--- src/rtl/fd_pkg.sv ---
// rtl/fd_pkg.sv - shared constants, types and helpers for the fd_tick_gen divider
package fd_pkg;

  // Default counter/divisor width used when a module is not overridden
  localparam int FD_CNT_W_DEFAULT = 26;

  // Upper bound on the number of divider channels
  localparam int FD_MAX_CH = 16;

  // Divisor word at the default width; instances with other widths use their own CNT_W
  typedef logic [FD_CNT_W_DEFAULT-1:0] fd_div_t;

  // Channel-select width for n channels; never narrower than one bit
  function automatic int fd_ch_w(input int n);
    return (n <= 1) ? 1 : $clog2(n);
  endfunction

endpackage

--- src/rtl/fd_channel.sv ---
// rtl/fd_channel.sv - one divider channel: divisor register, counter, tick and level flops
module fd_channel
  import fd_pkg::*;
#(
  parameter int          CNT_W       = FD_CNT_W_DEFAULT,
  parameter int unsigned DEFAULT_DIV = 65536
) (
  input  logic             clock,
  input  logic             reset_n,
  input  logic             adv_i,
  input  logic             clr_i,
  input  logic             ld_i,
  input  logic [CNT_W-1:0] ld_val_i,
  output logic             tick_o,
  output logic             level_o
);

  localparam logic [CNT_W-1:0] DIV_RST = CNT_W'(DEFAULT_DIV);
  localparam logic [CNT_W-1:0] ONE     = CNT_W'(1);
  localparam logic [CNT_W-1:0] ZERO    = '0;

  logic [CNT_W-1:0] div_q, div_d;
  logic [CNT_W-1:0] cnt_q, cnt_d;
  logic             tick_q, tick_d;
  logic             level_q, level_d;

  // Next state: clear beats load beats advance; a divisor write survives a clear
  always_comb begin
    div_d   = div_q;
    cnt_d   = cnt_q;
    tick_d  = 1'b0;
    level_d = level_q;
    if (ld_i) begin
      div_d = ld_val_i;
    end
    if (clr_i || ld_i) begin
      cnt_d   = ZERO;
      level_d = 1'b0;
    end else if (div_q == ZERO) begin
      // Disabled channel: counter parked at zero, level frozen
      cnt_d = ZERO;
    end else if (adv_i) begin
      // div-1 is taken in CNT_W bits; div_q is nonzero here so it never wraps
      if (cnt_q == (div_q - ONE)) begin
        cnt_d   = ZERO;
        tick_d  = 1'b1;
        level_d = ~level_q;
      end else begin
        cnt_d = cnt_q + ONE;
      end
    end
  end

  // State registers with asynchronous active-low reset
  always_ff @(posedge clock or negedge reset_n) begin
    if (!reset_n) begin
      div_q   <= DIV_RST;
      cnt_q   <= ZERO;
      tick_q  <= 1'b0;
      level_q <= 1'b0;
    end else begin
      div_q   <= div_d;
      cnt_q   <= cnt_d;
      tick_q  <= tick_d;
      level_q <= level_d;
    end
  end

  assign tick_o  = tick_q;
  assign level_o = level_q;

endmodule

--- src/rtl/fd_tick_gen.sv ---
// rtl/fd_tick_gen.sv - NUM_CH-channel tick/level generator; FD_CASCADE_EN chains the channels
module fd_tick_gen
  import fd_pkg::*;
#(
  parameter int          NUM_CH      = 2,
  parameter int          CNT_W       = FD_CNT_W_DEFAULT,
  parameter int unsigned DEFAULT_DIV = 65536,
  parameter int          CH_W        = fd_ch_w(NUM_CH)
) (
  input  logic              clock,
  input  logic              reset_n,
  input  logic              run,
  input  logic              clear,
  input  logic              div_load,
  input  logic [CH_W-1:0]   ch_sel,
  input  logic [CNT_W-1:0]  div_value,
  output logic [NUM_CH-1:0] tick,
  output logic [NUM_CH-1:0] level
);

  logic [31:0]       sel_ext;
  logic [NUM_CH-1:0] adv_vec;
  logic [NUM_CH-1:0] ld_vec;
  logic [NUM_CH-1:0] clr_vec;

  assign sel_ext = 32'(ch_sel);

  // Per-channel load decode; an out-of-range select matches no channel
  always_comb begin
    ld_vec = '0;
    for (int k = 0; k < NUM_CH; k++) begin
      ld_vec[k] = div_load && (sel_ext == 32'(k));
    end
  end

`ifdef FD_CASCADE_EN
  // Chained advance: channel k counts ticks of channel k-1; a load re-aligns every later channel
  always_comb begin
    adv_vec    = '0;
    clr_vec    = '0;
    adv_vec[0] = run;
    clr_vec[0] = clear;
    for (int k = 1; k < NUM_CH; k++) begin
      adv_vec[k] = run && tick[k-1];
      clr_vec[k] = clear || (div_load && (sel_ext < 32'(k)));
    end
  end
`else
  // Independent advance: every channel counts on run alone
  always_comb begin
    adv_vec = {NUM_CH{run}};
    clr_vec = {NUM_CH{clear}};
  end
`endif

  for (genvar g = 0; g < NUM_CH; g++) begin : g_ch
    fd_channel #(
      .CNT_W       (CNT_W),
      .DEFAULT_DIV (DEFAULT_DIV)
    ) u_ch (
      .clock    (clock),
      .reset_n  (reset_n),
      .adv_i    (adv_vec[g]),
      .clr_i    (clr_vec[g]),
      .ld_i     (ld_vec[g]),
      .ld_val_i (div_value),
      .tick_o   (tick[g]),
      .level_o  (level[g])
    );
  end

endmodule

--- config.mk ---
export PLATFORM = sky130hd
export DESIGN_NAME = fd_tick_gen
export DESIGN_NICKNAME = d
export VERILOG_FILES = /design/src/rtl/fd_pkg.sv /design/src/rtl/fd_channel.sv /design/src/rtl/fd_tick_gen.sv
export SDC_FILE = /design/constraint.sdc
export NUM_CORES = 1
export LEC_CHECK = 0
export BUFFER_PORTS_ARGS = -buffer_cell sky130_fd_sc_hd__buf_2
export CAP_MARGIN = 20
export CORE_ASPECT_RATIO = 0.7
export CORE_MARGIN = 2
export CORE_UTILIZATION = 35
export CTS_CLUSTER_SIZE = 16
export DETAILED_ROUTE_END_ITERATION = 7
export SETUP_SLACK_MARGIN = 0.4
export SYNTH_ARGS = -nofsm -noshare
export SYNTH_HDL_FRONTEND = slang
export SYNTH_SLANG_ARGS = --single-unit
--- constraint.sdc ---
create_clock -name clock -period 7.6 [get_ports clock]
set_input_delay 0.38 -clock clock [delete_from_list [all_inputs] [get_ports clock]]
set_output_delay 0.38 -clock clock [all_outputs]
set_load 0.02 [all_outputs]
After elaboration in Yosys (flattened, before gate mapping)
Cells that the tools add are included.

operators by class
  $add $sub $neg = 4
  eq/ne operators = 4
  muxes and demuxes = 24
  bitwise logic cells = 2
  reductions and logical operators = 15

operators with widths
  operator                                            number
  two-way mux 26 bit                                  8
  adder 26 x 1 -> 26 bit, second input constant       2
  == test 26 bit                                      2
  zero test 26 bit                                    2
  subtractor 26 x 1 -> 26 bit, second input constant  2
  zero test 32 bit                                    1
  two-way mux 1 bit                                   16
  nonzero test 2 bit                                  4
  AND reduction 3 bit                                 2
  nonzero test 3 bit                                  2
  != test 2 x 1 -> 1 bit, second input constant       2
  logical AND 1 bit                                   2
  logical OR 1 bit                                    2
  NOT 1 bit                                           2

word-level totals
  register bits after elaboration = 108
  input port bits = 32
  output and inout bits = 4
  word-level logic and storage cells = 57

Longest topological paths before layout
  depth in word-level cells = 6
  depth in mapped cells = 14
  depth with buffers taken out = 11

Hierarchy
A second synthesis with hierarchy kept.

second synthesis, totals
  cells, all modules = 756
  area, all modules = 7,094.3 um^2

by module, submodules not included
  module                      instances  cells each  area an instance (um^2)  seq. area each (um^2)
  fd_channel at g_ch[1].u_ch  1          393         3,550.9                  1,352.5
  fd_channel at g_ch[0].u_ch  1          361         3,527.1                  1,352.5
  fd_tick_gen                 1          2           16.3                     0.0

Worst setup path after synthesis
OpenSTA, ideal clock, no wires.

  kind = flip-flop to flip-flop
  from = register g_ch[1].u_ch.div_q[0]
  to = register g_ch[1].u_ch.cnt_q[3]
  setup time = 0.124 ns
  data arrival time = 3.467 ns
  required time = 7.476 ns
  setup slack = 4.009 ns
  stages on the path, launching flop included = 15
  path buffers = 3
  cells stage by stage = dfrtp_1 > inv_1 > ha_1 > or3b_2 > clkbuf_1 > or4_1 > buf_2 > o21ai_0 > a31oi_1 > a2111oi_2 > nor4b_4 > or2_2 > buf_6 > nor3_1 > a211o_1

between the ends
  word-level cells in the longest chain between the ends = 6
  elaborated cells on any way between the ends = 8
  classes of those cells = add/sub: 1; eq/ne: 1; mux: 4; reduce/logical: 2

RTL lines
  element                      RTL line          source
  start, declared              fd_channel.sv:22  logic [CNT_W-1:0] div_q, div_d;
  start signal, assigned       fd_channel.sv:62  div_q <= div_d;
  subtractor 26 x 1 -> 26 bit  fd_channel.sv:44  if (cnt_q == (div_q - ONE)) begin
  == test 26 bit               fd_channel.sv:44
  two-way mux 26 bit           fd_channel.sv:44
  two-way mux 26 bit           fd_channel.sv:42  end else if (adv_i) begin
  two-way mux 26 bit           fd_channel.sv:39  end else if (div_q == ZERO) begin
  two-way mux 26 bit           fd_channel.sv:36  if (clr_i || ld_i) begin
  end signal, assigned         fd_channel.sv:63  cnt_q <= cnt_d;
  end, declared                fd_channel.sv:23  logic [CNT_W-1:0] cnt_q, cnt_d;

Parallel ways exist; a longest one is shown, timed or not. The select of a mux whose other input is x is not followed.
A chain may end at the register's enable or synchronous reset.

Final worst setup path
  from = register g_ch[0].u_ch.div_q[0]
  to = register g_ch[0].u_ch.cnt_q[17]

between the ends
  word-level cells in the longest chain between the ends = 6
  elaborated cells on any way between the ends = 8
  classes of those cells = add/sub: 1; eq/ne: 1; mux: 4; reduce/logical: 2

RTL lines
  element                      RTL line
  start, declared              fd_channel.sv:22
  start signal, assigned       fd_channel.sv:62
  subtractor 26 x 1 -> 26 bit  fd_channel.sv:44
  == test 26 bit               fd_channel.sv:44
  two-way mux 26 bit           fd_channel.sv:44
  two-way mux 26 bit           fd_channel.sv:42
  two-way mux 26 bit           fd_channel.sv:39
  two-way mux 26 bit           fd_channel.sv:36
  end signal, assigned         fd_channel.sv:63
  end, declared                fd_channel.sv:23

Parallel ways exist; a longest one is shown, timed or not. The select of a mux whose other input is x is not followed.

==> results.md <==
* Status: finished clean
* Synth area leaders: dfrtp_1 38%, mux2_2 7.5%, xnor2_1 6.2%, xor2_1 4.6%, nand4_1 3.3%
* Drt drc at 0
* Antenna Cells at 0
* Hold-fix buffers, CTS at 0
* Worst Reg-to-Reg Cells at 12
* Die Wd at 172 um
* Synth Flop Type: dfrtp_1
* Resize count post-CTS at 0
* Peak per-stage delay on the critical path at 730 ps
* Final Setup Violations at 0
* WP buf/inv at 2
* # IOs at 36
* TritonRoute pass-1 iters at 7
* Slew headroom at 30.9%
* DIE HEIGHT at 122 um
* Clock root cell: clkbuf_16
* Cell Chain, Critical Path: inv_1 > ha_1 > nor4b_2 > nand4_1 > nor2_1 > xor2_1 > o221a_2 > o21ai_0 > nand4_1 > o21ai_0 > buf_4 > nor2_1
* Yosys reg bits at 108
* CP arrival at 4870 ps
* Final wirelength at 17600 um
* Iter 0 DRT Violations at 497
* Hold Violations, Final at 0
* Max-cap viol count at 0
* Worst R2R Start: g_ch[0].u_ch.div_q[0]
* Synth Instances at 761
* Number of global-route vias before repair at 5238
* Die Area at 0.0209 mm2
* Tmin final at 4620 ps
* Initial core utilization at 36.2%
* Share of cells above drive strength 1 at 15.7%
* Worst-Margin Slew at 1040 ps
* Port Buf Inserts at 35
* Initial antenna violation count at 0
* Routed Antenna Nets at 0
* Required @ worst endpoint at 7850 ps
* CP max-delay cell: o21ai_0
* Final period utilization at 60.8%
* Area Growth Syn to Fin at 9.48%
* Vias per cell at 5.56
* Max Slew Vio Count at 0
* Max clock buf depth at 2
* HP Class: input pin to asynchronous set/reset pin
* First-pass GRT wire length at 28700 um
* Via count at 5748
* Top Family by Delay on Critical Path: simple AND/OR/NAND/NOR gates
* Number of fill cells at 1966
* Setup Crit Path Kind: flip-flop to flip-flop
* Worst skew pair latency at 350 ps
* Hold_ws at 13.8 ps
* CTS tree: yes
* GRT overflow at 0
* Fin util at 39.6%
* Clock sink total at 108
* Synth top area share at 38.3%
* Async set or reset register ratio after synthesis at 100%
* GPL Wtd Cong at 0.868
* Fin Clk Skew at 9.20 ps
* Total track usage at 17.6%
* Worst Setup Start Kind: flip-flop
* P_leak at 2.91 nW
* Syn Nets at 797
* Fmax at 0.216 GHz
* Wirelength per Cell at 17.0 um
* Num CTS Buffers at 9
* Synth Cell Area at 0.00692 mm2
* Pwr dens at 188 mW/mm2
* Reg-to-reg endpoint: g_ch[0].u_ch.cnt_q[17]
* Final #Nets at 801
* Count of flip-flops with a built-in enable after synthesis at 0
* Critical-path maximum fanout at 13
* H-tree depth at 3
* RSZ-0062 raised after global routing: false
* Largest net degree at the start of global routing at 66
* Post-DP HPWL at 13200 um
* Row cnt at 42
* Area of the core at 0.0191 mm2
* Max VDD drop at 0.000101 V
* Dominant cell type by area after synthesis: dfrtp_1
* Setup bufs post-CTS at 0
* Reg clk slew, reported paths at 80 ps
* Synth cell types at 62
* R2r setup slk at 2980 ps
* Seq/Total Area, Yosys at 39.1%
* Critical Path End Type: flip-flop
* Synth Warn # at 0
* Post-Route Setup TNS at 0 ps
* Post-Syn Area per Cell at 9.09 um2
metrics by stage:
step / area, um2 / power [mW] / cells / setup slack [ps]
detailed placement: 7270 / 0.948 / 1017 / 3030
CTS: 7570 / 1.44 / 1033 / 3000
global placement: 7240 / 0.943 / 1016 / 3200
finish: 7570 / 1.42 / 1034 / 2980
global route: 7570 / 1.50 / 1034 / 2480
floorplan: 6920 / 0.869 / 761 / 4010
worst reg2reg max path: stages, from the launching register on:
cell and delay, ps:
dfrtp_1 420, inv_1 90, ha_1 240, nor4b_2 590, nand4_1 550, nor2_1 430, xor2_1 110, o221a_2 250
o21ai_0 210, nand4_1 530, o21ai_0 740, buf_4 300, nor2_1 70
cell type report:
type / count / area, um2 / share of cell area, %
multi-input combinational: 578 / 3890 / 51.4
sequential: 108 / 2710 / 35.7
tap: 264 / 330 / 4.36
clock buffer: 11 / 253 / 3.34
timing repair buffer: 42 / 250 / 3.30
inverter: 26 / 97.6 / 1.29
clock inverter: 5 / 43.8 / 0.578
where the power goes:
group,internal (mW),switching [mW]
Combinational,0.117,0.137
Sequential,0.617,0.0705
Clock,0.245,0.235
Yosys cell counts, types with 5 or more instances:
cell and count:
mux2_2 46, xnor2_1 49, nor3_1 31, or2_2 5
dfrtp_1 106, a21oi_1 28, and2_1 6, and3_1 18
nand3b_1 7, o21ai_0 38, nor4_1 19, nand4_1 37
inv_1 26, nand3_1 36, nand4b_1 6, or3_1 17
mux2i_1 8, or4_1 6, clkbuf_1 34, xor2_1 36
o211ai_1 5, o311ai_0 8, nand2_1 56, a21o_1 5
nand2b_1 5, nor2_1 49
state kept, by name, indices dropped and copies added, names as in the netlist:
name / cells
g_ch.u_ch.div_q: 52
g_ch.u_ch.tick_o: 2
g_ch.u_ch.cnt_q: 52
g_ch.u_ch.level_o: 2
layer usage:
layer  GRT usage (%)  routed length [um]
met1            29.3                9460
met2            21.6                6570
met3            4.55                1320
met4            3.89                 218
met5               0                   0
worst max path at each step:
| stage | startpoint | to | slack, ps | cells after the start |
|---|---|---|---|---|
| 2_1_floorplan | g_ch[1].u_ch.div_q[0] | g_ch[1].u_ch.cnt_q[3] | 4010 | 14 |
| 3_3_place_gp | g_ch[0].u_ch.div_q[0] | g_ch[0].u_ch.cnt_q[19] | 3200 | 12 |
| 3_5_place_dp | g_ch[0].u_ch.div_q[0] | g_ch[0].u_ch.cnt_q[17] | 3030 | 12 |
| 4_1_cts | g_ch[0].u_ch.div_q[0] | g_ch[0].u_ch.cnt_q[14] | 3000 | 12 |
| 5_1_grt | g_ch[0].u_ch.div_q[0] | g_ch[0].u_ch.cnt_q[13] | 2480 | 12 |
| 6_report | g_ch[0].u_ch.div_q[0] | g_ch[0].u_ch.cnt_q[17] | 2980 | 12 |
layout by cell type, fill, tap and decap left out, types with 6 or more instances in the layout:
cell       instances
nand3b_1           7
mux2_2            46
mux2i_1            8
or3_1             17
inv_1             26
buf_4              6
nand4b_1           6
nand4_1           37
a21oi_1           28
nand2_1           56
o311ai_0           8
nor3_1            31
nand3_1           36
dfrtp_1          106
xor2_1            36
buf_2             34
o21ai_0           38
or4_1              6
nor4_1            19
and3_1            18
nor2_1            48
xnor2_1           49
clkbuf_16          9
and2_1             6
cell families (layout without fill, tap and decap cells):
family | count (synthesis) | count (layout) | share of synthesized area [%]
compound gates | 117 | 117 | 10.9
xor+xnor | 85 | 85 | 10.8
fa+ha+maj | 4 | 4 | 0.723
buf+inv | 75 | 84 | 4.68
flops | 108 | 108 | 39.1
mux | 54 | 54 | 8.65
simple gates | 318 | 318 | 25.2
Power figures use the tool's default switching activity.
